[config.mk]
export PLATFORM = sky130hd
export DESIGN_NAME = sat_counter32
export DESIGN_NICKNAME = d
export VERILOG_FILES = /design/src/rtl/sensor_checker_pkg.sv /design/src/rtl/sat_counter32.sv
export SDC_FILE = /design/constraint.sdc
export NUM_CORES = 1
export LEC_CHECK = 0
export CELL_PAD_IN_SITES_DETAIL_PLACEMENT = 1
export CELL_PAD_IN_SITES_GLOBAL_PLACEMENT = 1
export CORE_MARGIN = 2
export CORE_UTILIZATION = 36
export DETAILED_ROUTE_END_ITERATION = 8
export GPL_ROUTABILITY_DRIVEN = 0
export PLACE_DENSITY = 0.81
export SLEW_MARGIN = 10
export SYNTH_ARGS = -nofsm -noshare
export SYNTH_HDL_FRONTEND = slang
export SYNTH_SLANG_ARGS = --single-unit
[constraint.sdc]
create_clock -name clk -period 2.65 [get_ports clk]
set_input_delay 0.265 -clock clk [delete_from_list [all_inputs] [get_ports clk]]
set_output_delay 0.265 -clock clk [all_outputs]
set_load 0.03 [all_outputs]
[src/rtl/sensor_checker_pkg.sv]
// Shared types and constants for the sensor frame checker.
package sensor_checker_pkg;

  // Checker FSM states.
  //   S_SYNC   : no idle phase known; idle words are not judged.
  //   S_IDLE_A : last idle word was IDLE_0 (or a frame just ended and either byte may follow).
  //   S_IDLE_B : last idle word was IDLE_1.
  //   S_FRAME  : inside a frame, between SOF and EOF.
  typedef enum logic [1:0] {
    S_SYNC   = 2'd0,
    S_IDLE_A = 2'd1,
    S_IDLE_B = 2'd2,
    S_FRAME  = 2'd3
  } state_e;

  // Saturation ceiling shared by every counter.
  localparam logic [31:0] CNT_MAX = 32'hFFFF_FFFF;

endpackage

[src/rtl/sat_counter32.sv]
// 32-bit saturating event counter; clear wins over a same-cycle increment.
module sat_counter32
  import sensor_checker_pkg::*;
(
  input  logic        clk,
  input  logic        reset,
  input  logic        clear,
  input  logic        inc,
  output logic [31:0] value
);

  logic [31:0] count_q;
  logic [31:0] count_d;

  // Next count: clear first, otherwise step unless already at the ceiling.
  always_comb begin
    count_d = count_q;
    if (clear) begin
      count_d = '0;
    end else if (inc && (count_q != CNT_MAX)) begin
      count_d = count_q + 32'd1;
    end
  end

  // Count register.
  always_ff @(posedge clk) begin
    if (reset) begin
      count_q <= '0;
    end else begin
      count_q <= count_d;
    end
  end

  assign value = count_q;

endmodule

==> metrics.md <==
| Metric | Value |
|---|---|
| Worst endpoint data arrival time | `approximately 2.5 ns` |
| First-pass GRT wire length | `7880 um` |
| Hpwl dp | `between 3000 and 4000 um` |
| Synth warn | `0` |
| F_max | `0.433 GHz` |
| Number of fill cells | `534` |
| Leak Pwr | `between 0.0006 and 0.0007 uW` |
| Post-layout min period | `2.31 ns` |
| Root Driver | `clkbuf_8` |
| CTS Buf Count | `5` |
| Layout area overhead | `32.5%` |
| Cell Area, Synth | `0.00162 mm^2` |
| CP max-delay cell | `or4_4` |
| Row cnt | `24` |
| Grt total ovfl | `0` |
| Pwr Density | `420 mW/mm^2` |
| Clock transition at path regs | `0.07 ns` |
| Period utilization | `87.1%` |
| Tot Pwr | `902 uW` |
| Post-Syn Nets | `a little over 200` |
| Worst Path Class, Setup | `flip-flop to flip-flop` |
| Pre-antenna DRT Iters | `4` |
| Final setup fails | `0` |
| Starting Density | `37.2%` |
| Fin Setup TNS | `0 ns` |
| CTS tree | `built` |
| Slew @ Worst Pin | `0.611 ns` |
| Sequential fraction of the synthesis area | `39.5%` |
| Layout cells sized above 1 | `8.33%` |
| Number of post-CTS setup repair buffers | `0` |
| Hold Path Class | `flip-flop to flip-flop` |
| Place WS | `0.329 ns` |
| Sink Count | `32` |
| Slew headroom | `59.1%` |
| CP Data Required Time | `2.86 ns` |
| Unrepaired setup endpoints after global routing | `false` |
| Post-CTS Hold Buffers | `0` |
| ANT nets after route | `0` |
| Critical path startpoint category | `flip-flop` |
| Worst hold slack | `0.509 ns` |
| Yosys reg bits | `32` |
| Total GRT Usage | `between 10% and 20%` |
| Flip-flop count of the largest register after layout | `32` |
| Gate Count Post-Synth | `between 150 and 200` |
| Nets | `244` |
| Clk Latency, worst-skew pair | `0.28 ns` |
| Core area | `0.00435 mm^2` |
| Post-route DRC | `0` |
| Worst Path Buf+Inv | `0` |
| Post-Route WL | `4610 um` |
| Worst Path Max Fanout | `7` |
| Clock buffer depth | `2` |
| Vias in the first global route | `1644` |
| Setup slack after layout | `0.343 ns` |
| IO buf count | `35` |
| Crit. End Element | `flip-flop` |
| CP delay by family, top | `simple AND/OR/NAND/NOR gates` |
| Worst path max stage delay | `0.58 ns` |
| Io pins | `36` |
| Vias/cell | `between 5 and 6` |
| First-iteration detailed-routing DRC count | `74` |
| Die height | `71.1 um` |
| ANT cells | `0` |
| Unique masters post-synth | `37` |
| Top cell type's share of synthesized area | `39.5%` |
| Outcome | `complete, no violations` |
| Initial antenna violation count | `0` |
| Synth area leader | `dfxtp_1` |
| Synth area leaders | `dfxtp_1 40%, or3_1 5.8%, a21oi_1 4.6%, nand2_1 4.2%, nand3_1 3.7%` |
| Die Wd | `slightly above 70 um` |
| Full die area | `just over 0.005 mm^2` |
| H-tree depth | `2` |
| Post-cts repair resize count | `0` |
| Drt wl/cell | `15.8 um` |
| Final clock skew | `between 0.004 and 0.005 ns` |
| Largest net degree at the start of global routing | `19` |
| Vias | `1676` |
| Mapped Avg Cell Area | `around 8.2 um^2` |
| Maximum vdd drop | `0.251 mV` |
| Cell Chain, Critical Path | `nand4_1 -> or3_4 -> or4_4 -> or3_1 -> a21oi_1` |
| Max_cap viols | `0` |
| Hold Fails Final Rpt | `0` |
| Slew Viols, Final | `0` |
## power breakdown
part	switching, uW	total, uW	internal [uW]
Combinational	19.5	31.8	12.3
Clock	176	387	212
Sequential	1.44	483	482
## worst min-delay path: stages, from the launching register on
cell and delay (ns):
dfxtp_1 0.33, o21ai_0 0.08, a21oi_1 0.06
## layer usage
| layer | vias up | wire length (um) | global-route usage, % |
|---|---|---|---|
| li1 | 838 | - | - |
| met1 | 810 | 2180 | 25.9 |
| met2 | 24 | 2260 | 32.2 |
| met3 | 4 | 144 | 3.28 |
| met4 | 0 | 31 | 5.24 |
| met5 | - | 0 | 0 |
## cell usage in the layout, fill, tap and decap left out, drive strengths merged, types with 2 or more instances in the layout
master and n:
dfxtp 32, nor2 16, a31oi 4, xnor2 5
or3 16, o21ai 16, xor2 2, clkdlybuf4s50 35
and3 2, o211ai 3, a41o 3, nor3 4
inv 4, nand2 18, o311ai 3, a211oi 2
o31ai 3, a21oi 15, nand4 10, clkbuf 8
nor4 4, or4 6, buf 8, nand3 12
## final cells by class
| cell class | instances | area, um^2 | area share, % |
|---|---|---|---|
| repair buffers | 43 | 410 | 19.1 |
| well taps | 52 | 65.1 | 3.03 |
| inverters | 4 | 15.0 | 0.699 |
| clock buffers | 8 | 90.1 | 4.20 |
| flip-flops and latches | 32 | 641 | 29.8 |
| multi-input cells | 153 | 926 | 43.1 |
## cell families (layout without fill, tap and decap cells)
group / after synthesis / after routing / share of synthesized area [%]
and+or+nand+nor: 91 / 91 / 31.2
adders and majority gates: 1 / 1 / 0.772
DFF: 32 / 32 / 39.5
buffers and inverters: 13 / 55 / 3.32
AOI/OAI and AO/OA: 54 / 54 / 21.4
xor gates and xnor gates: 7 / 7 / 3.78
## path summary, 6_finish.rpt
path	from	endpoint	slack [ns]	depth (start not counted)
max reg2reg	value[16]$_SDFFE_PP0P_	value[26]$_SDFFE_PP0P_	0.34	5
min	value[31]$_SDFFE_PP0P_	value[31]$_SDFFE_PP0P_	0.51	2
min reg2reg	value[31]$_SDFFE_PP0P_	value[31]$_SDFFE_PP0P_	0.51	2
max	value[16]$_SDFFE_PP0P_	value[26]$_SDFFE_PP0P_	0.34	5
## per-stage QoR
step | std cells | util (%) | cell area, um^2
after floorplan | 198 | - | 1620
after global placement | 284 | 47.2 | 2060
after detailed placement | 284 | 47.2 | 2060
after CTS | 292 | 49.3 | 2150
after global routing | 292 | 49.3 | 2150
final | 292 | 49.3 | 2150
## cells in the mapped netlist (all sizes together)
cell	n
ha	1
o211ai	3
nand4	10
clkbuf	5
xor2	2
nor4	4
o31a	1
dfxtp	32
nor2	16
nand3	12
a21oi	15
or3	16
o311a	1
inv	4
or2	1
and3	2
nand2	18
buf	4
o41ai	1
xnor2	5
or4	6
o2111ai	1
and4	1
o31ai	3
nor3	4
a211oi	2
o311ai	3
or4b	1
o21ai	16
o21a	1
a41o	3
a31oi	4
No activity file was read; power rests on OpenSTA's default activity.
